==> src/rtl/bullet_pool.sv <==
// rtl/bullet_pool.sv - projectile register file: spawn on fire, per-frame move/retire, sprite render.
module bullet_pool #(
    parameter int          MAX_BULLETS  = 16,
    parameter int          X_W          = 12,
    parameter int          Y_W          = 11,
    parameter int          BULLET_W     = 2,
    parameter int          BULLET_H     = 6,
    parameter int          SPEED        = 4,
    parameter int          COOLDOWN     = 8,
    parameter logic [23:0] BULLET_COLOR = 24'hFF2020
) (
    input  logic                               clock,
    input  logic                               reset,
    input  logic                               fire_n,
    input  logic [X_W-1:0]                     x_axis,
    input  logic [Y_W-1:0]                     y_axis,
    input  logic                               frame_start,
    input  logic                               blank,
    input  logic [X_W-1:0]                     display_col,
    input  logic [Y_W-1:0]                     display_row,
    output logic [24:0]                        bullet_color,
    output logic [$clog2(MAX_BULLETS+1)-1:0]   active_count,
    output logic                               fire_dropped,
    output logic                               busy
);
    localparam int IDX_W = $clog2(MAX_BULLETS);
    localparam int CNT_W = $clog2(MAX_BULLETS + 1);
    localparam int CD_W  = (COOLDOWN > 0) ? $clog2(COOLDOWN + 1) : 1;
    localparam logic [IDX_W-1:0] LAST_IDX = IDX_W'(MAX_BULLETS - 1);

    typedef enum logic [1:0] {IDLE, MOVE, SPAWN} state_t;

    state_t                 state;
    logic [IDX_W-1:0]       move_idx;
    logic [MAX_BULLETS-1:0] valid;
    logic [X_W-1:0]         pos_x [MAX_BULLETS];
    logic [Y_W-1:0]         pos_y [MAX_BULLETS];
    logic [CD_W-1:0]        cooldown;
    logic                   fire_pending;

    logic                   free_found;
    logic [IDX_W-1:0]       free_idx;
    logic [CNT_W-1:0]       slot_count;
    logic                   hit;

    // Descending scan so the last assignment leaves the lowest free index.
    always_comb begin
        free_found = 1'b0;
        free_idx   = '0;
        for (int i = MAX_BULLETS - 1; i >= 0; i--) begin
            if (!valid[i]) begin
                free_found = 1'b1;
                free_idx   = IDX_W'(i);
            end
        end
    end

    always_comb begin
        slot_count = '0;
        for (int i = 0; i < MAX_BULLETS; i++)
            slot_count = slot_count + CNT_W'(valid[i]);
    end

    // Bounds compared one bit wider so a sprite at the right/bottom edge does not wrap.
    always_comb begin
        hit = 1'b0;
        for (int i = 0; i < MAX_BULLETS; i++) begin
            if (valid[i]
                && ({1'b0, display_col} >= {1'b0, pos_x[i]})
                && ({1'b0, display_col} <= {1'b0, pos_x[i]} + (X_W+1)'(BULLET_W - 1))
                && ({1'b0, display_row} >= {1'b0, pos_y[i]})
                && ({1'b0, display_row} <= {1'b0, pos_y[i]} + (Y_W+1)'(BULLET_H - 1)))
                hit = 1'b1;
        end
    end

    always_ff @(posedge clock) begin
        if (reset) begin
            state        <= IDLE;
            move_idx     <= '0;
            valid        <= '0;
            for (int i = 0; i < MAX_BULLETS; i++) begin
                pos_x[i] <= '0;
                pos_y[i] <= '0;
            end
            cooldown     <= '0;
            fire_pending <= 1'b0;
            fire_dropped <= 1'b0;
            busy         <= 1'b0;
            active_count <= '0;
            bullet_color <= '0;
        end else begin
            fire_dropped <= 1'b0;
            active_count <= slot_count;
            bullet_color <= (hit && !blank) ? {BULLET_COLOR, 1'b1} : 25'b0;
            if (!fire_n)
                fire_pending <= 1'b1;

            case (state)
                IDLE: begin
                    if (frame_start) begin
                        state    <= MOVE;
                        move_idx <= '0;
                        busy     <= 1'b1;
                    end
                end
                MOVE: begin
                    if (valid[move_idx]) begin
                        if (pos_y[move_idx] < Y_W'(SPEED))
                            valid[move_idx] <= 1'b0;
                        else
                            pos_y[move_idx] <= pos_y[move_idx] - Y_W'(SPEED);
                    end
                    if (move_idx == LAST_IDX)
                        state <= SPAWN;
                    else
                        move_idx <= move_idx + IDX_W'(1);
                end
                SPAWN: begin
                    if (cooldown != '0) begin
                        cooldown <= cooldown - CD_W'(1);
                    end else if (fire_pending && free_found) begin
                        valid[free_idx] <= 1'b1;
                        pos_x[free_idx] <= x_axis;
                        pos_y[free_idx] <= y_axis;
                        cooldown        <= CD_W'(COOLDOWN);
                    end else if (fire_pending) begin
                        fire_dropped <= 1'b1;
                    end
                    fire_pending <= 1'b0;
                    state        <= IDLE;
                    busy         <= 1'b0;
                end
                default: begin
                    state <= IDLE;
                    busy  <= 1'b0;
                end
            endcase
        end
    end
endmodule

==> config.mk <==
export PLATFORM = sky130hd
export DESIGN_NAME = bullet_pool
export DESIGN_NICKNAME = d
export VERILOG_FILES = /design/src/rtl/bullet_pool.sv
export SDC_FILE = /design/constraint.sdc
export NUM_CORES = 2
export LEC_CHECK = 0
export BUFFER_PORTS_ARGS = -buffer_cell sky130_fd_sc_hd__buf_2
export CORE_AREA = 2 2 360 255
export CTS_CLUSTER_DIAMETER = 120
export DETAILED_ROUTE_END_ITERATION = 10
export DIE_AREA = 0 0 362 257
export GPL_TIMING_DRIVEN = 0
export MAX_ROUTING_LAYER = met4
export PLACE_DENSITY = 0.57
export SLEW_MARGIN = 20
export SYNTH_ARGS = -nofsm -noshare
export SYNTH_HDL_FRONTEND = slang
export SYNTH_SLANG_ARGS = --single-unit
==> constraint.sdc <==
create_clock -name clock -period 9.6 [get_ports clock]
set_input_delay 2.4 -clock clock [delete_from_list [all_inputs] [get_ports clock]]
set_output_delay 2.4 -clock clock [all_outputs]
set_load 0.01 [all_outputs]
==> impl_metrics.tcl <==
set metrics [dict create \
    worstPathCellList "buf_2 -> inv_1 -> clkbuf_1 -> nand3_1 -> buf_2 -> a211oi_1 -> nand2_1 -> buf_2 -> nand2_1" \
    rrSetupSlack_ns 4.16 \
    worstSetupPathType "input port to flop" \
    critical_path.startpoint_type "input port" \
    worstReg2RegEnd "pos_y[12][8]$_SDFFCE_PN0P_" \
    clockBufferDepth 3 \
    power_density_nw_per_um2 120 \
    drc_errors 0 \
    die_h_um 257 \
    fin_total_pwr_mw 5.26 \
    syn2layout_area_growth_pct 9.60 \
    postCtsSetupRepairBufs 0 \
    maxSlewHeadroom_pct 19.9 \
    cts_tree "yes" \
    cts-root-buf "clkbuf_16" \
    die_x_um 362 \
    maxSlewViolCount 0 \
    floorplan.initialDensity_pct 44.7 \
    tns_ns 0 \
    syn_area_um2 40000 \
    fin_worst_skew_ns 0.0193 \
    synth_top_area_share_pct 27.6 \
    cts_sinks 407 \
    track_usage_pct 28.8 \
    reg2reg_depth 11 \
    crit_path_end_kind "flop" \
    ios 83 \
    wl_per_cell_um 23.2 \
    fp-row-count 92 \
    cpPeakStageDelay_ns 0.97 \
    fillers 8447 \
    drtPass1Iterations 6 \
    ys_ff_latch 407 \
    worstHoldPathType "flop to flop" \
    seq_area_frac_synth_pct 29.6 \
    postRouteAntennaNets 0 \
    cp.arrival_ns 6.13 \
    seq_area_um2 11800 \
    yosysUniqueCellTypes 77 \
    setup_violations 0 \
    cp.buffers_inverters 5 \
    clk_pin_slew_ns 0.06 \
    synth_area_leaders "edfxtp_1 28%, ha_1 24%, xnor2_1 6.4%" \
    viasPerCell 5.85 \
    grt_max_degree 33 \
    clock.fmax_mhz 170 \
    crit_fanout 11 \
    async_flop_share_pct 0 \
    dieArea_um2 93000 \
    synthCells 4283 \
    finalWirelength_um 131000 \
    cts_max_level 2 \
    gp_congestion 1.01 \
    cts_inserted_buffers 48 \
    drive_above_1_share_pct 7.06 \
    cp_num_cells 9 \
    vias 33100 \
    cpLargestDelayFamily "buffers and inverters" \
    worst_hold_slack_ns 0.507 \
    clk_latency_ns 0.60 \
    worstPathRequired_ns 9.84 \
    grt_first_pass_wirelength_um 197000 \
    rsz0062_at_grt "no" \
    startpoint "reset" \
    min_period_ns 5.90 \
    slowest_stage "a211oi_1" \
    place_hpwl_um 100000 \
    period_share_pct 61.4 \
    p_leak_nw 18.5 \
    antenna_found_initial 23 \
    fp.coreArea_um2 89400 \
    grt_pass1_vias 30600 \
    cp-endpoint "pos_y[4][7]$_SDFFCE_PN0P_" \
    ys.flop_type "edfxtp_1" \
    maxCapViolCount 0 \
    utilization_pct 49.0 \
    synth_edf_count 368 \
    multi_input_area_um2 26000 \
    worst_slew_pin_slew_ns 1.19 \
    nets 5277 \
    port_buffers 68 \
    ys.warnings.count 0 \
    cpMostUsedCell "buf_2" \
    cts_resized 0 \
    postCtsHoldBufs 0 \
    gr-total-overflow 0 \
    syn_avg_cell_area_um2 9.34 \
    ir_drop_mv 0.134 \
    drt_iter0_markers 3749 \
    hold_viol_final 0 \
    yosysTopAreaCell "edfxtp_1" \
    status "complete, no violations" \
]
==> cell type report <==
type                            instances  area share, %
Buffer                                118           1.40
Multi-Input combinational cell       3328           59.3
Clock inverter                         34          0.913
Tap cell                             1175           3.35
Antenna cell                            9         0.0514
Timing Repair Buffer                   92           1.42
Inverter                              443           3.79
Sequential cell                       407           27.0
Clock buffer                           53           2.83
==> cells in the final DEF, fill, tap and decap left out, types with 181 or more instances in the layout <==
cell / count
nand2_1: 219
xnor2_1: 293
nand3_1: 182
nor2_1: 393
ha_1: 778
edfxtp_1: 368
and2_1: 197
inv_1: 441
o21ai_0: 194
a21oi_1: 181
==> kinds of logic after synthesis <==
kind of cell    Yosys count  share of synthesized area [%]
simple gates           1377                           17.2
fa+ha+maj               788                           24.8
compound gates          754                           12.0
buf+inv                 561                           5.69
flops                   407                           29.6
xor+xnor                315                           6.90
mux                      80                           3.81
other cells               1                        0.00937
==> synth_stat cells, types with 7 or more instances <==
| cell | instances |
|---|---|
| and3_1 | 24 |
| o21a_1 | 27 |
| clkbuf_1 | 59 |
| nand2b_1 | 23 |
| a211oi_1 | 41 |
| mux4_2 | 57 |
| o31ai_1 | 15 |
| nor3_1 | 80 |
| o2111ai_1 | 17 |
| buf_4 | 29 |
| nand4_1 | 108 |
| and2_1 | 197 |
| a211o_1 | 14 |
| a21boi_0 | 18 |
| o21ai_0 | 212 |
| or2_2 | 8 |
| nand3_1 | 182 |
| fa_1 | 10 |
| dfxtp_1 | 39 |
| nor2_1 | 393 |
| and4_1 | 27 |
| or4_1 | 8 |
| a21o_1 | 48 |
| nand2_1 | 219 |
| o21ai_1 | 7 |
| xor2_1 | 22 |
| inv_1 | 443 |
| a31oi_1 | 29 |
| a2111oi_0 | 25 |
| o21bai_1 | 12 |
| edfxtp_1 | 368 |
| buf_2 | 24 |
| a21oi_1 | 181 |
| o211ai_1 | 33 |
| xnor2_1 | 293 |
| nor2b_1 | 39 |
| ha_1 | 778 |
| or3_1 | 13 |
| mux2i_1 | 17 |
| nor4_1 | 44 |
| o41ai_1 | 7 |
==> registers in the layout, indices dropped and copies added (netlist names), named ones only <==
signal,count
active_count,5
bullet_color,1
busy,1
cooldown,4
fire_dropped,1
fire_pending,1
move_idx,4
pos_x,192
pos_y,176
state,2
valid,16
==> worst min-delay path by stage <==
| stage | end | cells past startpoint | start | slack, ns |
|---|---|---|---|---|
| floorplan | fire_dropped$_SDFF_PP0_ | 2 | fire_pending$_SDFFE_PP0N_ | 0.46 |
| global placement | cooldown[2]$_SDFFE_PP0P_ | 2 | cooldown[2]$_SDFFE_PP0P_ | 0.49 |
| detailed placement | fire_dropped$_SDFF_PP0_ | 2 | fire_pending$_SDFFE_PP0N_ | 0.50 |
| CTS | cooldown[3]$_SDFFE_PP0P_ | 2 | cooldown[3]$_SDFFE_PP0P_ | 0.51 |
| global route | cooldown[3]$_SDFFE_PP0P_ | 2 | cooldown[3]$_SDFFE_PP0P_ | 0.53 |
| finish | cooldown[3]$_SDFFE_PP0P_ | 2 | cooldown[3]$_SDFFE_PP0P_ | 0.51 |
==> stage by stage <==
stage	setup WS [ns]	instances	instance area [um2]
6_report	3.70	5659	43900
5_1_grt	3.59	5654	43800
4_1_cts	3.54	5650	43800
3_5_place_dp	2.97	5563	42200
3_3_place_gp	1.04	5539	41900
2_1_floorplan	4.78	4296	40100
==> routing by layer <==
metal	vias to the layer above	track usage, %	wire length [um]
met4	0	3.75	1570
li1	15900	-	-
met3	111	4.49	12400
met2	1290	38.2	50600
met5	-	-	0
met1	15800	46.0	66700
==> worst reg2reg max path, stage by stage (launching register included) <==
cell	delay, ns
dfxtp_1	0.55
buf_2	0.46
buf_4	0.35
buf_2	0.39
mux4_2	0.47
mux4_2	0.54
nor3b_2	0.30
nand2_1	0.10
xnor2_1	0.14
mux2i_1	0.90
clkbuf_1	0.86
nor2_1	0.10
==> where the power goes <==
group / total, mW / internal (mW) / switching, mW / leakage (nW)
sequential: 2.10 / 2.00 / 0.0961 / 3.91
combinational: 1.19 / 0.449 / 0.736 / 13.9
clock: 1.97 / 1.15 / 0.820 / 0.788
total: 5.26 / 3.60 / 1.65 / 18.5
Note: power is estimated with default switching activity, not from simulation.
